**src/rtl/pw_act_packer_if.sv**
```systemverilog
// Stream-side and layer-side signals of the pointwise-conv activation packer.
// Upstream byte handshake, downstream stall, and the packed vector with its frame position.
interface pw_act_packer_if #(
    parameter int NUM_CH        = 8,
    parameter int ACT_W         = 8,
    parameter int PIX_PER_FRAME = 16
);
    localparam int PIX_W = (PIX_PER_FRAME > 1) ? $clog2(PIX_PER_FRAME) : 1;

    logic                      s_valid;
    logic [ACT_W-1:0]          s_data;
    logic                      s_ready;
    logic                      stall;
    logic                      act_valid;
    logic [NUM_CH*ACT_W-1:0]   act_data;
    logic [PIX_W-1:0]          pix_idx;
    logic                      frame_done;

    modport master (
        output s_valid, s_data, stall,
        input  s_ready, act_valid, act_data, pix_idx, frame_done
    );

    modport slave (
        input  s_valid, s_data, stall,
        output s_ready, act_valid, act_data, pix_idx, frame_done
    );
endinterface

```
**src/rtl/pw_act_packer.sv**
```systemverilog
// Packs a byte-serial channel stream into one NUM_CH-lane vector per pixel for a pointwise-conv stage.
// Define PW_ACT_PACKER_FLUSH_EN to add a flush input that restarts assembly and the pixel counter.
module pw_act_packer #(
    parameter int NUM_CH        = 8,
    parameter int ACT_W         = 8,
    parameter int PIX_PER_FRAME = 16
) (
    input  logic clk,
    input  logic rst,
`ifdef PW_ACT_PACKER_FLUSH_EN
    input  logic flush,
`endif
    pw_act_packer_if.slave bus
);
    localparam int CH_W  = (NUM_CH > 1) ? $clog2(NUM_CH) : 1;
    localparam int PIX_W = (PIX_PER_FRAME > 1) ? $clog2(PIX_PER_FRAME) : 1;

    typedef enum logic {SLOT_EMPTY, SLOT_FULL} slot_e;

    slot_e                          slot_q, slot_d;
    logic [CH_W-1:0]                ch_cnt_q, ch_cnt_d;
    logic                           asm_done_q, asm_done_d;
    logic [PIX_W-1:0]               pix_idx_q, pix_idx_d;
    logic [NUM_CH-1:0][ACT_W-1:0]   lane_q, lane_d;
    logic [NUM_CH*ACT_W-1:0]        slot_data_q, slot_data_d;

    logic flush_w;
    logic s_ready_w;
    logic accept;
    logic last_byte;
    logic complete;
    logic act_valid_w;
    logic xfer;

`ifdef PW_ACT_PACKER_FLUSH_EN
    assign flush_w = flush;
`else
    assign flush_w = 1'b0;
`endif

    assign s_ready_w   = !asm_done_q && !flush_w;
    assign accept      = bus.s_valid && s_ready_w;
    assign last_byte   = (ch_cnt_q == CH_W'(NUM_CH - 1));
    assign complete    = accept && last_byte;
    assign act_valid_w = (slot_q == SLOT_FULL) && !bus.stall;
    // A finished assembly (just completed or held) moves into the slot when the slot is free or draining.
    assign xfer        = (complete || asm_done_q) && ((slot_q == SLOT_EMPTY) || act_valid_w);

    // lane_d already carries the byte being accepted, so a completing vector loads the slot directly.
    generate
        for (genvar gi = 0; gi < NUM_CH; gi++) begin : g_lane
            assign lane_d[gi] = (accept && (ch_cnt_q == CH_W'(gi))) ? bus.s_data : lane_q[gi];
        end
    endgenerate

    always_comb begin
        ch_cnt_d    = ch_cnt_q;
        asm_done_d  = asm_done_q;
        slot_d      = slot_q;
        slot_data_d = slot_data_q;
        pix_idx_d   = pix_idx_q;

        if (accept) begin
            ch_cnt_d = last_byte ? '0 : ch_cnt_q + CH_W'(1);
        end

        if (xfer) begin
            asm_done_d = 1'b0;
        end else if (complete) begin
            asm_done_d = 1'b1;
        end

        if (xfer) begin
            slot_d      = SLOT_FULL;
            slot_data_d = lane_d;
        end else if (act_valid_w) begin
            slot_d = SLOT_EMPTY;
        end

        if (act_valid_w) begin
            pix_idx_d = (pix_idx_q == PIX_W'(PIX_PER_FRAME - 1)) ? '0 : pix_idx_q + PIX_W'(1);
        end

        if (flush_w) begin
            ch_cnt_d   = '0;
            asm_done_d = 1'b0;
            pix_idx_d  = '0;
        end
    end

    always_ff @(posedge clk or posedge rst) begin
        if (rst) begin
            slot_q      <= SLOT_EMPTY;
            ch_cnt_q    <= '0;
            asm_done_q  <= 1'b0;
            pix_idx_q   <= '0;
            lane_q      <= '0;
            slot_data_q <= '0;
        end else begin
            slot_q      <= slot_d;
            ch_cnt_q    <= ch_cnt_d;
            asm_done_q  <= asm_done_d;
            pix_idx_q   <= pix_idx_d;
            lane_q      <= lane_d;
            slot_data_q <= slot_data_d;
        end
    end

    assign bus.s_ready    = s_ready_w;
    assign bus.act_valid  = act_valid_w;
    assign bus.act_data   = slot_data_q;
    assign bus.pix_idx    = pix_idx_q;
    assign bus.frame_done = act_valid_w && (pix_idx_q == PIX_W'(PIX_PER_FRAME - 1));
endmodule

```
**src/flat_wrapper.sv**
```systemverilog
// flat-port wrapper written by rule: the top's interface ports become plain ports
module pw_act_packer_flat 
#(
    parameter int NUM_CH        = 8,
    parameter int ACT_W         = 8,
    parameter int PIX_PER_FRAME = 16
)
  (clk, rst, bus_s_valid, bus_s_data, bus_stall, bus_s_ready, bus_act_valid, bus_act_data, bus_pix_idx, bus_frame_done);
  pw_act_packer_if #(.NUM_CH(NUM_CH), .ACT_W(ACT_W), .PIX_PER_FRAME(PIX_PER_FRAME)) bus_i ();
  input  logic clk;
  input  logic rst;
  input wire logic [$bits(bus_i.s_valid)-1:0] bus_s_valid;
  input wire logic [$bits(bus_i.s_data)-1:0] bus_s_data;
  input wire logic [$bits(bus_i.stall)-1:0] bus_stall;
  output wire logic [$bits(bus_i.s_ready)-1:0] bus_s_ready;
  output wire logic [$bits(bus_i.act_valid)-1:0] bus_act_valid;
  output wire logic [$bits(bus_i.act_data)-1:0] bus_act_data;
  output wire logic [$bits(bus_i.pix_idx)-1:0] bus_pix_idx;
  output wire logic [$bits(bus_i.frame_done)-1:0] bus_frame_done;
  assign bus_i.s_valid = bus_s_valid;
  assign bus_i.s_data = bus_s_data;
  assign bus_i.stall = bus_stall;
  assign bus_s_ready = bus_i.s_ready;
  assign bus_act_valid = bus_i.act_valid;
  assign bus_act_data = bus_i.act_data;
  assign bus_pix_idx = bus_i.pix_idx;
  assign bus_frame_done = bus_i.frame_done;
  pw_act_packer #(.NUM_CH(NUM_CH), .ACT_W(ACT_W), .PIX_PER_FRAME(PIX_PER_FRAME)) u_core (.clk(clk), .rst(rst), .bus(bus_i));
endmodule
```
**config.mk**
```make
export PLATFORM = sky130hd
export DESIGN_NAME = pw_act_packer_flat
export DESIGN_NICKNAME = d
export VERILOG_FILES = /design/src/rtl/pw_act_packer_if.sv /design/src/rtl/pw_act_packer.sv /design/src/flat_wrapper.sv
export SDC_FILE = /design/constraint.sdc
export NUM_CORES = 1
export LEC_CHECK = 0
export ABC_AREA = 1
export BUFFER_PORTS_ARGS = -buffer_cell sky130_fd_sc_hd__buf_2
export CORE_MARGIN = 5
export CORE_UTILIZATION = 35
export DETAILED_ROUTE_END_ITERATION = 10
export GPL_TIMING_DRIVEN = 0
export PLACE_DENSITY = 0.55
export SYNTH_ARGS = -nofsm -noshare
export SYNTH_HDL_FRONTEND = slang
export SYNTH_SLANG_ARGS = --single-unit
```
**constraint.sdc**
```tcl
create_clock -name clk -period 5.12 [get_ports clk]
set_input_delay 0.256 -clock clk [delete_from_list [all_inputs] [get_ports clk]]
set_output_delay 0.256 -clock clk [all_outputs]
set_load 0.05 [all_outputs]
```
Word-level counts from Yosys, hierarchy flattened
Cells that the tools add are included.
- bits of input ports: 12
- logic and storage cells: 57
- output and inout port bits: 71
- flip-flop bits (word level): 137
- reduce and logical (&&, ||, !) cells: 19
- eq/ne operators: 8
- muxes and demuxes: 14
- bitwise gates (word level): 1
- add/subtract/negate cells: 2
- operators by type and width (kind ; number):
    two-way mux 8 bit ; 8
    equality test 3 bit, second input constant ; 4
    logical AND 1 bit ; 12
    equality test 3 x 2 -> 1 bit, second input constant ; 2
    adder 4 x 1 -> 4 bit, second input constant ; 1
    equality test 4 bit, second input constant ; 1
    two-way mux 1 bit ; 4
    two-way mux 4 bit ; 1
    nonzero test 2 bit ; 2
    adder 3 x 1 -> 3 bit, second input constant ; 1
    equality test 3 x 1 -> 1 bit, second input constant ; 1
    logical NOT 3 bit ; 1
    two-way mux 3 bit ; 1
    logical NOT 1 bit ; 2
    logical OR 1 bit ; 2
    inverter 1 bit ; 1

Longest topological paths before layout
- depth in word-level cells: 6
- gate-level depth with buffers: 9

Least setup slack after synthesis
OpenSTA, ideal clock, no wires.
- kind: register -> output
- start point: register u_core.slot_q
- end point: output port bus_frame_done
- path buffers: 0
- required time: 4.864 ns
- cell stages (with the launch flop): 5
- data arrival time: 2.051 ns
- setup slack: 2.813 ns
- cells stage by stage: dfrtp_1 > inv_1 > nor2_1 > inv_1 > nor2_1
- cells in the longest elaborated chain, start to end: 2
- ends and longest elaborated chain (element ; RTL line ; RTL):
    start: declaration ; pw_act_packer.sv:20 ; slot_e slot_q, slot_d;
    start signal: assignment ; pw_act_packer.sv:100 ; slot_q <= slot_d;
    logical AND 1 bit ; pw_act_packer.sv:45 ; assign act_valid_w = (slot_q == SLOT_FULL) && !bus.stall;
    named net bus_act_valid ; flat_wrapper.sv:16 ; output wire logic [$bits(bus_i.act_valid)-1:0] bus_act_valid;
    logical AND 1 bit ; pw_act_packer.sv:113 ; assign bus.frame_done = act_valid_w && (pix_idx_q == PIX_W'(PIX_PER_FRAME - 1));
    end: declaration ; flat_wrapper.sv:19 ; output wire logic [$bits(bus_i.frame_done)-1:0] bus_frame_done;
The timed path passes the listed nets, and every way through them passes these cells.

Worst setup path in the final report
- start point: register u_core.ch_cnt_q[0]
- end point: register u_core.slot_data_q[56] (netlist: u_core.bus.act_data[56])
- cells in the longest elaborated chain, start to end: 4
- elaborated cells on any way between the ends: 5
- those cells by class: eq/ne (1); mux (1); reduce/logical (3)
- ends and longest elaborated chain (element ; RTL line ; RTL):
    start: declaration ; pw_act_packer.sv:21 ; logic [CH_W-1:0] ch_cnt_q, ch_cnt_d;
    start signal: assignment ; pw_act_packer.sv:101 ; ch_cnt_q <= ch_cnt_d;
    equality test 3 bit * ; pw_act_packer.sv:43, pw_act_packer.sv:52 ;
    logical AND 1 bit * ; pw_act_packer.sv:44, pw_act_packer.sv:52 ;
    logical OR 1 bit ; pw_act_packer.sv:47 ; assign xfer = (complete || asm_done_q) && ((slot_q == SLOT_EMPTY) || act_valid_w);
    logical AND 1 bit ; pw_act_packer.sv:47 ;
    end signal: assignment ; pw_act_packer.sv:105 ; slot_data_q <= slot_data_d;
    end: declaration ; pw_act_packer.sv:25 ; logic [NUM_CH*ACT_W-1:0] slot_data_q, slot_data_d;
Mark *: on every way between the ends. The rest lies on a longest branch, timed or not.
A chain may end at the register's enable or synchronous reset.

==> results.txt <==
- In this run, synthesis produced a sequential element count of ~140.
- Final routed DRC violation total: 0
* Maxcap violations: 0
* Clock power share: approximately 27%
- Number of top-level pins: between 80 and 90
* Count of hold-fix buffers inserted at cts: 1
- Global-route wire length before repair: 25520 um
- In this run switching power makes up 41.17% of total power.
* Cells on Worst Hold Path: 3
- Arrival time reported for the critical path endpoint: ~2400 ps
* Total overflow reported by the global router: 0
- Of the cells placed in the final design, the portion with a size suffix greater than 1 is a little under a fifth.
- Total setup violations reported at the end of the flow: 0
- In this run the worst path has a maximum fanout of 10.
- The clock drives 137 sinks.
* Cell count after placement: 979
* Type of the worst setup path: reg2reg
* Synthesized area divided by synthesized cell count: just under 9 um^2
* Final cycle utilization of the critical path: ~39%
- Clock tree from TritonCTS: done
* Worst Max-Slew Pin Slew: 522.0 ps
- At the worst endpoint, the required time is about 5500 ps.
- Worst reg2reg path startpoint: u_core.ch_cnt_q[0]
- Yosys printed 0 warnings.
- After detailed routing, the number of vias per cell comes to roughly 4.7.
- The number of antenna violations at the first check in global routing is 0.
- Switching power: around 2.1 mW
- From bottom edge to top edge, the die measures 140.8 um.
- End point of the most critical hold path: u_core.lane_q[61]
- Setup slack of the worst register-to-register path: ~3100 ps
- Status: finished, final reports clean
* Number of fill cells in the layout: about 1700
* Part of the power in registers: roughly 34%
- Final critical path time including I/O delays and setup: roughly 2000 ps
- The max-slew violation count came to 0.
- In this run the most critical hold path is launched from bus_s_data[5].
* Post_cts resized: 0
- In the global route stage, overall resource usage came out at between 15 and 20%.
- DIE AREA: approximately 20000 um^2
* Router iterations before antenna repair: 4
- The synthesized netlist occupies a cell area of 5986 um^2.
- In the synthesized netlist, the number of instances is around 680.
- For this block, the initial DRC count from the detailed router was about 330.
* Detail Route Antenna Nets: 0
- RSZ-0062 raised after global routing: no
- During placement, the flow inserted port buffers numbering 82.
- Final hold slack: approximately 130 ps
- In this run the core area contains 47 standard-cell rows.
* Aggregate routed wire length: about 15000 um
* Insertion delay to the later sink of the worst-skew pair: about 430 ps
- Wire segments on met2 add up to just over 7000 um in the final route.
- Buffers inserted during post-CTS setup optimization: 0
* Total vias in the final route: roughly 4800
* Min-delay worst type: in2reg
- Max-slew headroom at the worst pin: 65.20%
- Worst r2r dst: u_core.bus.act_data[56]
- The highest metal layer carrying signal wires in the routed design is met4.
- In this run the number of H-tree levels came out at 4.
- Counting along the longest clock path gives a buffer depth of 2.
- Dividing the detail-routed wire length by the instance count gives 15.12 um.
* Worst VDD drop: 0.3479 mV
- Startpoint class of the critical path: flop
- NumNets Final: approximately 800
- In the detailed route, the total length drawn on met3 is around 830 um.
* Cts bufs inserted: 17
- Top library cells by usage in the layout, fill and taps aside: 201 x sky130_fd_sc_hd__nand2_1, 137 x sky130_fd_sc_hd__dfrtp_1, 93 x sky130_fd_sc_hd__nand3_1, 93 x sky130_fd_sc_hd__buf_2, 71 x sky130_fd_sc_hd__inv_1
- The worst register-to-register path has a depth of 7.
* Layout overhead on the synthesized area: 23.33%
* Detailed Place HPWL: between 10000 and 15000 um
- Syn Nets: around 700
- Starting Density: between 30% and 40%
* Cell Int Power: between 2 and 3 mW
- Met1 WL: between 7000 and 8000 um
* Number of distinct library cells after synthesis: 21
- Final hold viol count: 0
- Clock tree root driver cell: sky130_fd_sc_hd__clkbuf_16
- Entering global routing, the biggest net connects 97 pins.
* Endpoint kind of the worst setup timing path: flop
- Sequential elements use a little under three fifths of the synthesized area.
- Power per cell area: 685.9 nW/um^2
* Fmax achieved: between 500 and 600 MHz
* Core Footprint: 16700 um^2
* Commonest non-fill, non-tap cell in the layout: sky130_fd_sc_hd__nand2_1
- Between clock sinks in the finished design, the worst skew comes to roughly 8 ps.
* Via count of the first global-routing pass: ~4800
* Register clock-pin slew on the reported worst setup and hold paths: ~60 ps
- The count of cells in the finished layout, fillers not included, comes to 1013.
- Final Total Pwr: slightly above 5 mW
- GPL Wtd Cong: between 0.8 and 0.9
- Part of the power in combinational logic: between 30% and 40%
- Chip width: between 100 and 150 um
- Leakage power figure: around 4 nW
==> registers in the layout, summed over array words and instances (netlist names) <==
signal	flops
u_core.lane_q	64
u_core.asm_done_q	1
u_core.bus.act_data	64
u_core.bus.pix_idx	4
u_core.ch_cnt_q	3
u_core.slot_q	1
==> power groups by stage <==
stage          Sequential [mW]  Combinational (mW)  Clock [mW]
3_5_place_dp              1.75                1.97           0
5_1_grt                   1.79                2.14        1.46
6_report                  1.73                1.96        1.38
4_1_cts                   1.74                1.98        1.41
2_1_floorplan             2.51               0.735           0
3_3_place_gp              1.74                1.93           0
==> Yosys cell counts <==
cell type                  count  area (um^2)
sky130_fd_sc_hd__ha_1          7        87.58
sky130_fd_sc_hd__buf_2        11        55.05
sky130_fd_sc_hd__nand2_4       6        67.56
sky130_fd_sc_hd__inv_1        72        270.3
sky130_fd_sc_hd__clkbuf_1     12        45.04
sky130_fd_sc_hd__dfrtp_1     137         3428
sky130_fd_sc_hd__nand2_1     201        754.5
sky130_fd_sc_hd__inv_2         1        3.750
sky130_fd_sc_hd__nor2_4        5        56.30
sky130_fd_sc_hd__a21oi_4       1        16.27
sky130_fd_sc_hd__o21ai_1      12        60.06
sky130_fd_sc_hd__nor2_1        3        11.26
sky130_fd_sc_hd__nor2_2        3        18.77
sky130_fd_sc_hd__buf_4         3        22.52
sky130_fd_sc_hd__o21ai_0      55        275.3
sky130_fd_sc_hd__and2_1       48        300.3
sky130_fd_sc_hd__buf_6         2        22.52
sky130_fd_sc_hd__a21oi_1       2        10.01
sky130_fd_sc_hd__nand3_1      93        465.5
sky130_fd_sc_hd__xnor2_1       1        8.760
sky130_fd_sc_hd__nand4_1       1        6.260
==> how the worst max path moves through the flow <==
| stage | start | endpoint |
|---|---|---|
| 2_1_floorplan | rst | u_core.asm_done_q |
| 3_3_place_gp | rst | u_core.bus.act_data[57] |
| 3_5_place_dp | u_core.ch_cnt_q[0] | u_core.bus.act_data[56] |
| 4_1_cts | u_core.ch_cnt_q[0] | u_core.bus.act_data[56] |
| 5_1_grt | u_core.ch_cnt_q[0] | u_core.bus.act_data[0] |
| 6_report | u_core.ch_cnt_q[0] | u_core.bus.act_data[56] |
==> stage by stage <==
step	setup TNS (ps)	setup slack, ps	util, %	cell area [um^2]
2_1_floorplan	0	1196	-	5986
3_3_place_gp	-38580	-291.7	39.95	6671
3_5_place_dp	0	3127	40.14	6704
5_1_grt	0	2964	44.19	7380
4_1_cts	0	3102	44.19	7380
6_report	0	3122	44.20	7382
==> cell families after synthesis <==
kind of cell,after synthesis,synth area share (%)
AO/OA/AOI/OAI,70,6.041
buffers and inverters,101,7.002
flip-flops,137,57.27
adder cells (fa/ha/maj),7,1.463
XOR/XNOR,1,0.1463
AND/OR/NAND/NOR,360,28.07
==> area by class of cell <==
cell class	count	area, um^2	area share, %
multi-input cells	438	2138	28.97
clock inverters	7	160.2	2.169
well taps	220	275.3	3.729
clock buffers	25	505.5	6.847
repair buffers	84	447.9	6.068
plain buffers	28	145.1	1.966
inverters	73	279.0	3.780
flip-flops and latches	137	3428	46.44
diodes	1	2.502	0.03390
==> per-layer routing <==
layer,GRT usage [%],vias up
met1,22.74,2290
met5,0,-
met4,5.150,0
met3,4.064,16
li1,-,2342
met2,25.20,112
==> critical path, cell delays in order, from the launching register on <==
cell                       delay, ps
sky130_fd_sc_hd__dfrtp_1         400
sky130_fd_sc_hd__ha_1            240
sky130_fd_sc_hd__ha_1            250
sky130_fd_sc_hd__a21oi_4         210
sky130_fd_sc_hd__buf_6           190
sky130_fd_sc_hd__clkbuf_1        400
sky130_fd_sc_hd__o21ai_0         160
sky130_fd_sc_hd__nand2_1          90
Note: power is estimated with default switching activity, not from simulation.
